### src/rtl/pilha_param_if.sv
// pilha_param_if -- signal bundle for the parameterised LIFO stack.
// Request side (push/pop/din/clr_err) and status side (dout/count/empty/
// full/ovf/udf) travel together. clk and rst stay plain module ports.
// The master drives requests and the slave (the stack) drives status.
interface pilha_param_if #(
    parameter int DATA_W = 32,
    parameter int DEPTH  = 16
);
    localparam int CNT_W = $clog2(DEPTH + 1);

    logic              push;
    logic              pop;
    logic [DATA_W-1:0] din;
    logic              clr_err;
    logic [DATA_W-1:0] dout;
    logic [CNT_W-1:0]  count;
    logic              empty;
    logic              full;
    logic              ovf;
    logic              udf;

    modport master (
        output push,
        output pop,
        output din,
        output clr_err,
        input  dout,
        input  count,
        input  empty,
        input  full,
        input  ovf,
        input  udf
    );

    modport slave (
        input  push,
        input  pop,
        input  din,
        input  clr_err,
        output dout,
        output count,
        output empty,
        output full,
        output ovf,
        output udf
    );
endinterface

### src/rtl/pilha_param.sv
// pilha_param -- parameterised LIFO stack (register array + count).
// Entry count-1 is the top of stack; dout is a combinational read of it.
// Optional build macro: PILHA_ERR_STICKY_EN makes ovf/udf sticky until a
// cycle with clr_err=1 (an error in that same cycle keeps the flag set).
// Without the macro ovf/udf are one-cycle registered pulses and clr_err
// is ignored.
//
// Request semantics (sampled on every rising clk edge, no backpressure):
//   push only  : store din on top if not full, otherwise overflow
//   pop only   : drop the top if not empty, otherwise underflow
//   push & pop : replace the top with din (plain push when empty)
//   neither    : hold
// Status outputs come from registers only, so they change one cycle after
// the edge that caused the change.
module pilha_param #(
    parameter int DATA_W = 32,
    parameter int DEPTH  = 16
) (
    input logic           clk,
    input logic           rst,
    pilha_param_if.slave  bus
);
    localparam int CNT_W = $clog2(DEPTH + 1);
    localparam int IDX_W = (DEPTH > 1) ? $clog2(DEPTH) : 1;

    // Storage is intentionally not reset; it is never observable when empty.
    logic [DATA_W-1:0] mem [DEPTH];
    logic [CNT_W-1:0]  cnt_q;
    logic              ovf_q;
    logic              udf_q;

    logic              empty_w;
    logic              full_w;
    logic              inc;
    logic              dec;
    logic              repl;
    logic              wr_en;
    logic              ovf_ev;
    logic              udf_ev;
    logic [IDX_W-1:0]  top_idx;
    logic [IDX_W-1:0]  cnt_idx;
    logic [IDX_W-1:0]  wr_idx;

    assign empty_w = (cnt_q == '0);
    assign full_w  = (cnt_q == CNT_W'(DEPTH));

    // Index of the current top and of the next free slot. cnt_idx is only
    // used for a write when the stack is not full, so truncation is safe.
    assign top_idx = IDX_W'(cnt_q - CNT_W'(1));
    assign cnt_idx = IDX_W'(cnt_q);

    // Decode one request cycle into a single action.
    always_comb begin
        inc    = 1'b0;
        dec    = 1'b0;
        repl   = 1'b0;
        ovf_ev = 1'b0;
        udf_ev = 1'b0;
        if (bus.push && !bus.pop) begin
            if (full_w) ovf_ev = 1'b1;
            else        inc    = 1'b1;
        end else if (bus.pop && !bus.push) begin
            if (empty_w) udf_ev = 1'b1;
            else         dec    = 1'b1;
        end else if (bus.push && bus.pop) begin
            // On an empty stack a simultaneous push/pop is a plain push.
            if (empty_w) inc  = 1'b1;
            else         repl = 1'b1;
        end
    end

    assign wr_en  = inc | repl;
    assign wr_idx = repl ? top_idx : cnt_idx;

    // Storage write: new top on push, in-place overwrite on push&pop.
    always_ff @(posedge clk) begin
        if (wr_en) begin
            mem[wr_idx] <= bus.din;
        end
    end

    // Occupancy counter; inc/dec are already guarded against full/empty.
    always_ff @(posedge clk or negedge rst) begin
        if (!rst) begin
            cnt_q <= '0;
        end else if (inc) begin
            cnt_q <= cnt_q + CNT_W'(1);
        end else if (dec) begin
            cnt_q <= cnt_q - CNT_W'(1);
        end
    end

`ifdef PILHA_ERR_STICKY_EN
    // Sticky error flags: set wins over clear in the same cycle.
    always_ff @(posedge clk or negedge rst) begin
        if (!rst) begin
            ovf_q <= 1'b0;
            udf_q <= 1'b0;
        end else begin
            ovf_q <= ovf_ev | (ovf_q & ~bus.clr_err);
            udf_q <= udf_ev | (udf_q & ~bus.clr_err);
        end
    end
`else
    // Error flags are single-cycle pulses following the offending edge.
    always_ff @(posedge clk or negedge rst) begin
        if (!rst) begin
            ovf_q <= 1'b0;
            udf_q <= 1'b0;
        end else begin
            ovf_q <= ovf_ev;
            udf_q <= udf_ev;
        end
    end

    // clr_err has no function in this build.
    logic unused_clr_err;
    assign unused_clr_err = bus.clr_err;
`endif

    // Top-of-stack read; zeros whenever the stack is empty.
    always_comb begin
        bus.dout = '0;
        if (!empty_w) begin
            bus.dout = mem[top_idx];
        end
    end

    assign bus.count = cnt_q;
    assign bus.empty = empty_w;
    assign bus.full  = full_w;
    assign bus.ovf   = ovf_q;
    assign bus.udf   = udf_q;

endmodule

### src/flat_wrapper.sv
// flat-port wrapper written by rule: the top's interface ports become plain ports
module pilha_param_flat 
#(
    parameter int DATA_W = 32,
    parameter int DEPTH  = 16
)
  (clk, rst, bus_push, bus_pop, bus_din, bus_clr_err, bus_dout, bus_count, bus_empty, bus_full, bus_ovf, bus_udf);
  pilha_param_if #(.DATA_W(DATA_W), .DEPTH(DEPTH)) bus_i ();
  input logic clk;
  input logic rst;
  input wire logic [$bits(bus_i.push)-1:0] bus_push;
  input wire logic [$bits(bus_i.pop)-1:0] bus_pop;
  input wire logic [$bits(bus_i.din)-1:0] bus_din;
  input wire logic [$bits(bus_i.clr_err)-1:0] bus_clr_err;
  output wire logic [$bits(bus_i.dout)-1:0] bus_dout;
  output wire logic [$bits(bus_i.count)-1:0] bus_count;
  output wire logic [$bits(bus_i.empty)-1:0] bus_empty;
  output wire logic [$bits(bus_i.full)-1:0] bus_full;
  output wire logic [$bits(bus_i.ovf)-1:0] bus_ovf;
  output wire logic [$bits(bus_i.udf)-1:0] bus_udf;
  assign bus_i.push = bus_push;
  assign bus_i.pop = bus_pop;
  assign bus_i.din = bus_din;
  assign bus_i.clr_err = bus_clr_err;
  assign bus_dout = bus_i.dout;
  assign bus_count = bus_i.count;
  assign bus_empty = bus_i.empty;
  assign bus_full = bus_i.full;
  assign bus_ovf = bus_i.ovf;
  assign bus_udf = bus_i.udf;
  pilha_param #(.DATA_W(DATA_W), .DEPTH(DEPTH)) u_core (.clk(clk), .rst(rst), .bus(bus_i));
endmodule
### config.mk
export PLATFORM = sky130hd
export DESIGN_NAME = pilha_param_flat
export DESIGN_NICKNAME = d
export VERILOG_FILES = /design/src/rtl/pilha_param_if.sv /design/src/rtl/pilha_param.sv /design/src/flat_wrapper.sv
export SDC_FILE = /design/constraint.sdc
export NUM_CORES = 1
export LEC_CHECK = 0
export BUFFER_PORTS_ARGS = -buffer_cell sky130_fd_sc_hd__buf_2
export CORE_AREA = 5 5 208 411
export DETAILED_ROUTE_END_ITERATION = 10
export DIE_AREA = 0 0 213 416
export GPL_TIMING_DRIVEN = 0
export SLEW_MARGIN = 25
export SYNTH_ARGS = -nofsm -noshare
export SYNTH_HDL_FRONTEND = slang
export SYNTH_SLANG_ARGS = --single-unit
### constraint.sdc
create_clock -name clk -period 10.66 [get_ports clk]
set_clock_uncertainty 0.15 [all_clocks]
set_input_delay 1.066 -clock clk [delete_from_list [all_inputs] [get_ports clk]]
set_output_delay 1.066 -clock clk [all_outputs]
set_load 0.02 [all_outputs]
======== After elaboration in Yosys (flattened, before gate mapping) ========
Memories as Yosys holds them, arrays and structs flattened.
Index checks and enable logic that the tools add are counted.
storage, ports and cells
  register bits after elaboration ......... 7
  memory bits (writable) .................. 512
  output and inout bits ................... 41
  word-level logic and storage cells ...... 36
  latch bits .............................. 0
  memory bits (read-only) ................. 0
  memories ................................ 1
  bits of input ports ..................... 37
cells by class
  eq/ne operators ......................... 1
  multiply operators ...................... 0
  bitwise operators ....................... 1
  mux-type cells .......................... 21
  reduce and logical (&&, ||, !) cells .... 7
  div/mod/pow operators ................... 0
  shift-type cells ........................ 0
  magnitude comparators ................... 0
  add/subtract/negate cells ............... 2
memory list
  memory      words  bits a word  rd ports  clocked after Yosys merged registers in  wr ports  line               source
  u_core.mem  16     32           1         0                                        1         pilha_param.sv:27  logic [DATA_W-1:0] mem [DEPTH];
operators with widths
  kind                                              number
  two-way mux 32 bit                                1
  two-way mux 1 bit                                 17
  two-way mux 5 bit                                 2
  adder 5 x 1 -> 5 bit, second input constant       1
  == test 5 bit, second input constant              1
  logical NOT 5 bit                                 1
  subtractor 5 x 1 -> 5 bit, second input constant  1
  two-way mux 4 bit                                 1
  logical AND 1 bit                                 3
  logical NOT 1 bit                                 2
  nonzero test 2 bit                                1
  OR 1 bit                                          1

======== Depth between registers and ports, before layout ========
Gate-level depths: netlist (run 1).
  depth after elaboration ................. 8
  depth in mapped cells ................... 10
  mapped depth without buffers ............ 7

======== Worst setup path before layout (run 1) ========
Ideal clock, no wire load.
  path type ............................... register -> register
  start ................................... reg u_core.cnt_q[0] (netlist: u_core.bus.count[0])
  end ..................................... mem u_core.mem[4][0] (enable)
  clock period less this slack ............ 4.167 ns
  cell stages (with the launch flop) ...... 11
  slack ................................... 6.493 ns
  buffers on the path ..................... 4
  arrival time ............................ 3.596 ns
  library setup time ...................... 0.421 ns
  data required time ...................... 10.089 ns
  cell sequence ........................... dfrtp_1 -> buf_6 -> clkinv_1 -> ha_1 -> clkbuf_1 -> buf_2 -> buf_1 -> nand2_1 -> nor3_1 -> o21ai_0 -> nor2_1
between the ends
  word-level cells in the longest chain between the ends .. 8
  elaborated cells on any way between the ends .. 16
  those cells by class .................... add/sub: 1; eq/ne: 1; mux: 12; bitwise: 1; reduce/logical: 1
ends and longest elaborated chain
  item                                     line               source
  from (decl)                              pilha_param.sv:28  logic [CNT_W-1:0] cnt_q;
  from (signal assigned)                   pilha_param.sv:87  cnt_q <= cnt_q + CNT_W'(1);
  from (signal assigned)                   pilha_param.sv:89  cnt_q <= cnt_q - CNT_W'(1);
  logical NOT 5 bit                        pilha_param.sv:44  assign empty_w = (cnt_q == '0);
  two-way mux 1 bit                        pilha_param.sv:67  if (empty_w) inc = 1'b1;
  two-way mux 1 bit                        pilha_param.sv:65  end else if (bus.push && bus.pop) begin
  two-way mux 1 bit                        pilha_param.sv:62  end else if (bus.pop && !bus.push) begin
  two-way mux 1 bit                        pilha_param.sv:59  if (bus.push && !bus.pop) begin
  OR 1 bit                                 pilha_param.sv:72  assign wr_en = inc | repl;
  two-way mux 1 bit                        pilha_param.sv:77  if (wr_en) begin
  two-way mux 1 bit (implied by the code)  pilha_param.sv:78  mem[wr_idx] <= bus.din;
  to (decl)                                pilha_param.sv:27
Several ways; a longest one is shown, not always the timed one.

======== Worst setup path after layout (run 1) ========
  start ................................... reg u_core.cnt_q[0] (netlist: u_core.bus.count[0])
  end ..................................... out bus_dout[2]
between the ends
  word-level cells in the longest chain between the ends .. 3
  elaborated cells on any way between the ends .. 4
  those cells by class .................... add/sub: 1; mux: 1; reduce/logical: 1; memory: 1
ends and longest elaborated chain
  item                       line                source
  subtractor 5 x 1 -> 5 bit  pilha_param.sv:49   assign top_idx = IDX_W'(cnt_q - CNT_W'(1));
  memory (16 x 32 bit)       -
  two-way mux 32 bit *       pilha_param.sv:124  if (!empty_w) begin
  to (decl)                  flat_wrapper.sv:15  output wire logic [$bits(bus_i.dout)-1:0] bus_dout;
Every way passes the cells marked *; elsewhere a longest branch is shown, timed or not.

==> flow_metrics.py, run 1 <==
metrics = {
    "critical_path": {
        "crit_type": "reg -> out",
        "crit_top_cell": "buf_2",
        "ff2ff_path_depth": 11,
        "critPathArrivalTime_ps": 4250,
        "end_kind": "output port",
        "cp_num_buf_inv": 6,
        "crit_chain": "buf_6, clkinv_1, ha_1, clkbuf_1, buf_2, buf_1, mux4_2, mux2i_1, o22ai_2, buf_2",
        "path_delay_family": "buffers and inverters",
        "regToRegSetupSlack_ps": 6160,
        "timing.rr.end": "u_core.mem[3][25]",
        "worst-path-max-fanout": 10,
        "start_kind": "flop",
        "slowest_stage": "buf_1",
        "crit_required_ps": 9440,
        "r2r_start": "u_core.bus.count[0]",
        "max_stage_delay_ps": 680,
    },
    "run_status": {
        "status": "complete, no violations",
    },
    "cells_and_area": {
        "final_cell_mix": "edfxtp_1, mux4_2, buf_2, mux2i_1, clkbuf_16",
        "stdcell_area_um2": 24100,
        "final_nets": 1075,
        "fill_cells": 7867,
        "area_growth_pct": 19.1,
        "final_common_cell": "edfxtp_1",
        "drive_gt1_frac": 0.346,
    },
    "clock_network": {
        "cts_made_buffers": 41,
        "cts_setup_buffers": 0,
        "clock-root-buffer": "clkbuf_16",
        "path_clk_slew_ps": 70,
        "cts_max_path_buffers": 3,
        "clock-sinks": 519,
        "cts_resized": 0,
        "cts_htree_levels": 2,
        "cts_tree": "done",
        "postCtsHoldBufs": 0,
        "worstSkewPairLatency_ps": 560,
    },
    "global_route": {
        "grt_pass1_wl_mm": 72.6,
        "antenna_found_initial": 10,
        "grt_max_degree": 18,
        "grt_pass1_vias": 10445,
        "gr-total-overflow": 0,
        "grt.total_usage": 0.112,
    },
    "timing": {
        "setup_violations": 0,
        "fin_ws_ps": 5200,
        "relSlewSlack": 0.297,
        "fin_crit_ps": 5460,
        "slew_viol_final": 0,
        "worstMarginPinSlew_ps": 1050,
        "max_freq_mhz": 183,
        "period_share": 0.512,
        "rsz0062_at_grt": "no",
        "finalSetupTns_ps": 0,
        "hold_viol": 0,
        "hold_slack_ps": 164,
    },
    "yosys": {
        "ys.warnings.count": 0,
        "synth_seq_area_share": 0.767,
        "synthArstFlopShare": 0.0135,
        "syn-cell-area_um2": 20300,
        "synth_top_cell_by_area": "edfxtp_1",
        "ys_top_cells_by_area": "edfxtp_1, mux4_2, mux2i_1, o22ai_2, dfrtp_1",
        "synth_seq_cells": 519,
        "synthDistinctLibCells": 46,
        "avgSynthCellArea_um2": 22.9,
        "synthFlopType": "edfxtp_1",
        "synth_edf_count": 512,
        "syn_inst": 884,
        "synth_top_area_frac": 0.759,
        "synth.net_count": 924,
    },
    "floorplan": {
        "fp.dieArea_um2": 88600,
        "fp.dieH_um": 416,
        "rows": 149,
        "start_util": 0.247,
        "coreArea_um2": 82200,
        "ios": 78,
        "fp.dieW_um": 213,
    },
    "pwr": {
        "vdd_ir_drop_max_v": 0.000131,
        "clkPwrFrac": 0.204,
        "p_seq_frac": 0.350,
        "pwr-share-comb": 0.446,
        "cellPowerDensity_nw_per_um2": 304,
        "internal-power_mw": 4.62,
        "p_sw_frac": 0.370,
        "p_switching_mw": 2.71,
        "p_total_mw": 7.34,
        "p_leak_nw": 7.66,
    },
    "detailed_routing": {
        "drt-total-wl_mm": 49.9,
        "drt_iter0_drc": 636,
        "drc": 0,
        "ant_nets": 0,
        "vias_per_cell": 4.48,
        "wire_per_inst_um": 23.5,
        "num_vias": 9525,
        "drtPass1Iterations": 7,
    },
    "place": {
        "port_buffers": 76,
        "dpl.hpwl_mm": 34.3,
        "pre_cts_slack_ps": 5680,
        "post_dp_cell_area_um2": 22900,
        "place.gp.congestion": 0.743,
    },
    "min_path": {
        "hp-class": "in -> async",
    },
    "flow_run": {
        "drv_cap": 0,
    },
}
-- worst max path at each step --
| stage | cells past startpoint | end | from | slack, ps |
|---|---|---|---|---|
| after floorplan | 10 | u_core.mem[4][0] | u_core.bus.count[0] | 6490 |
| after detailed placement | 10 | bus_dout[7] | u_core.bus.count[0] | 5680 |
| after CTS | 10 | bus_dout[7] | u_core.bus.count[0] | 5030 |
| after global routing | 10 | bus_dout[7] | u_core.bus.count[0] | 4950 |
| after global placement | 10 | u_core.mem[8][15] | u_core.bus.count[0] | 3870 |
| final | 10 | bus_dout[2] | u_core.bus.count[0] | 5200 |
-- synthesized netlist by cell type, drive strengths merged (4+ instances only) --
| master | count |
|---|---|
| mux4 | 128 |
| a21oi | 5 |
| inv | 5 |
| clkbuf | 18 |
| nor3 | 4 |
| xor2 | 4 |
| nor2 | 17 |
| nand2 | 6 |
| edfxtp | 512 |
| nand3 | 4 |
| dfrtp | 7 |
| o21ai | 7 |
| mux2i | 65 |
| o22ai | 33 |
| buf | 31 |
-- through the flow --
| stage | std cells | utilization |
|---|---|---|
| detailed placement | 2049 | 0.278 |
| floorplan | 884 | - |
| global route | 2122 | 0.294 |
| global placement | 2017 | 0.267 |
| CTS | 2122 | 0.293 |
| finish | 2125 | 0.294 |
-- kinds of logic (layout without fill, tap and decap cells) --
logic type,Yosys count,count (layout),synth area share
xor+xnor,5,5,0.00253
simple gates,50,50,0.0130
buf+inv,55,236,0.0135
fa+ha+maj,3,3,0.00185
mux,193,193,0.174
compound gates,59,59,0.0276
flops,519,519,0.767
other cells,0,3,0
-- layout make-up --
class,instances,area [um2],share of cell area
Tap cell,1057,1320,0.0548
Sequential cell,519,15500,0.644
Antenna cell,3,7.51,0.000311
Clock inverter,20,156,0.00648
Timing Repair Buffer,108,1150,0.0475
Inverter,6,22.5,0.000933
Multi-Input combinational cell,310,4570,0.189
Clock buffer,53,1110,0.0461
Buffer,49,251,0.0104
-- per-layer routing --
layer	wire length [um]	GRT usage	vias up
li1	-	-	4055
met1	17800	0.123	5112
met2	28100	0.212	262
met3	2550	0.0209	86
met4	1410	0.0360	10
met5	60	0	-
-- flip-flops by register name (all words and copies together), names as in the netlist --
signal and count:
u_core.mem 512, u_core.bus.ovf 1, u_core.bus.count 5, u_core.bus.udf 1
-- power groups by stage --
stage                     clock network [mW]  registers (mW)  logic [mW]
after floorplan                            0            2.61        2.09
after global placement                     0            2.63        3.18
after detailed placement                   0            2.61        3.37
after CTS                               1.54            2.57        3.37
after global routing                    1.61            2.58        3.49
final                                   1.49            2.57        3.28
Note: power is estimated with default switching activity, not from simulation.
==> run 2, diff against run 1 <==
Clock period 10.66 ns to 5.1 ns, I/O delays scaled along.
==> run 2 against run 1 <==
- first-iteration DRC count is 4.1% lower
- sequential power is 110% higher
- clock power is 110% higher
- core utilization hardly changed
- worst setup slack worse by 5000 ps
- count of clock-buffer cells in the layout stayed put
- die area stayed put
==> flow_metrics.py, run 2 (same netlist as run 1, synthesis figures left out) <==
metrics = {
    "cells_and_area": {
        "largest_reg_flops": 512,
        "final_core_util": 0.294,
        "final_cells": 2127,
        "area_growth_pct": 19.2,
        "drive_gt1_frac": 0.347,
        "final_common_cell": "edfxtp_1",
        "top_register": "u_core.mem",
        "final_cell_mix": "edfxtp_1, mux4_2, buf_2, mux2i_1, clkbuf_16",
        "final_nets": 1077,
    },
    "pwr": {
        "clkPwrFrac": 0.204,
        "p_sw_frac": 0.370,
        "pwr-share-comb": 0.447,
        "internal-power_mw": 9.66,
        "p_switching_mw": 5.69,
        "p_leak_nw": 7.67,
        "cellPowerDensity_nw_per_um2": 635,
        "vdd_ir_drop_max_v": 0.000274,
        "p_seq_frac": 0.350,
    },
    "critical_path": {
        "max_stage_delay_ps": 690,
        "crit_chain": "buf_6, clkinv_1, ha_1, clkbuf_1, buf_2, clkbuf_1, mux4_2, mux2i_1, o22ai_2, buf_2",
        "slowest_stage": "clkbuf_1",
        "worst-path-max-fanout": 10,
        "crit_required_ps": 4440,
        "crit_type": "reg -> out",
        "critPathArrivalTime_ps": 4230,
        "start_kind": "flop",
        "end_kind": "output port",
    },
    "timing": {
        "setup_violations": 0,
        "period_share": 0.958,
        "fin_crit_ps": 4890,
        "worstMarginPinSlew_ps": 1030,
        "max_freq_mhz": 205,
        "fin_ws_ps": 212,
        "rsz0062_at_grt": "no",
        "finalSetupTns_ps": 0,
        "slew_viol_final": 0,
        "relSlewSlack": 0.307,
        "hold_viol": 0,
    },
    "clock_network": {
        "worstSkewPairLatency_ps": 560,
        "clock-sinks": 519,
        "cts_max_path_buffers": 3,
        "cts_tree": "done",
        "clock-root-buffer": "clkbuf_16",
        "cts_made_buffers": 41,
        "path_clk_slew_ps": 70,
        "cts_setup_buffers": 0,
        "cts_htree_levels": 2,
    },
    "floorplan": {
        "rows": 149,
        "fp.dieW_um": 213,
        "start_util": 0.247,
        "coreArea_um2": 82200,
        "fp.dieH_um": 416,
        "fp.dieArea_um2": 88600,
        "ios": 78,
    },
    "global_route": {
        "grt_pass1_vias": 10463,
        "met3_usage": 0.0206,
        "grt_pass1_wl_mm": 72.6,
        "met1_usage": 0.123,
        "busiest_layer": "met2",
        "grt_max_degree": 18,
        "grt.total_usage": 0.112,
        "antenna_found_initial": 10,
        "gr-total-overflow": 0,
        "grtUsageMet2": 0.212,
    },
    "detailed_routing": {
        "ant_nets": 0,
        "drc": 0,
        "vias_per_cell": 4.48,
        "wire_per_inst_um": 23.5,
        "drtPass1Iterations": 5,
        "drt-total-wl_mm": 49.9,
        "num_vias": 9537,
        "drt_iter0_drc": 610,
    },
    "place": {
        "dpl.hpwl_mm": 34.3,
        "pre_cts_slack_ps": 554,
        "port_buffers": 76,
        "dp_cells": 2049,
        "place.gp.congestion": 0.743,
    },
    "run_status": {
        "status": "complete, no violations",
    },
    "min_path": {
        "hp-class": "in -> reg",
    },
    "flow_run": {
        "drv_cap": 0,
    },
}
[run 2: changes by cell type in the layout (fill, tap and decap cells not counted)]
cell	before	now
clkbuf_2	1	3
buf_1	3	2
dlygate4sd3_1	0	2
clkbuf_1	27	26
[run 2: final timing paths]
check                                    startpoint                  end  slack [ps]  cells after the start
worst max register to register  u_core.bus.count[0]    u_core.mem[3][25]         880                     11
worst max-delay path            u_core.bus.count[0]          bus_dout[7]         210                     10
max in group asynchronous                       rst  u_core.bus.count[3]        4490                      2
worst min-delay path                        bus_pop       u_core.bus.udf         110                      3
worst min register to register  u_core.bus.count[4]  u_core.bus.count[4]         420                      1
min in group asynchronous                       rst       u_core.bus.ovf         160                      2
[run 2: timing repair]
item,in CTS,in global routing
hold buffers,2,0
gates resized for setup,0,5
endpoints found under the hold margin,8,0
setup endpoints to repair,0,4
[run 2: power groups by stage]
stage | Sequential (mW) | Clock [mW] | Combinational [mW]
2_1_floorplan | 5.46 | 0 | 4.37
3_3_place_gp | 5.49 | 0 | 6.65
3_5_place_dp | 5.46 | 0 | 7.04
4_1_cts | 5.37 | 3.22 | 7.06
5_1_grt | 5.40 | 3.37 | 7.30
6_report | 5.36 | 3.13 | 6.86
[run 2: per-stage QoR]
| step | hold WS, ps | cell area, um2 | power (mW) |
|---|---|---|---|
| finish | 110 | 24200 | 15.3 |
| global route | 115 | 24200 | 16.1 |
| CTS | 60.6 | 24100 | 15.6 |
| detailed placement | 198 | 22900 | 12.5 |
| global placement | 196 | 22000 | 12.1 |
| floorplan | 64.4 | 20300 | 9.83 |
[run 2: metal layers]
| layer | share of wire | vias to the layer above | wire, um |
|---|---|---|---|
| met5 | 0.0012 | - | 62 |
| met4 | 0.028 | 10 | 1410 |
| met3 | 0.046 | 86 | 2310 |
| met2 | 0.56 | 249 | 28100 |
| met1 | 0.36 | 5126 | 18000 |
| li1 | - | 4066 | - |
[run 2: worst max-delay path: cells and delay by family (launching register included)]
kind | cells | cell delay (ps)
adders and majority gates | 1 | 370
buffers and inverters | 6 | 2020
DFF | 1 | 410
muxes | 2 | 710
AOI/OAI and AO/OA | 1 | 150
[run 2: layout make-up]
class | count | area, um2
buffer | 49 | 254
timing repair buffer | 110 | 1170
clock inverter | 20 | 156
clock buffer | 53 | 1110
antenna | 3 | 7.51
sequential | 519 | 15500
multi-input combinational | 310 | 4570
tap | 1057 | 1320
inverter | 6 | 22.5
fill | 7864 | 58100
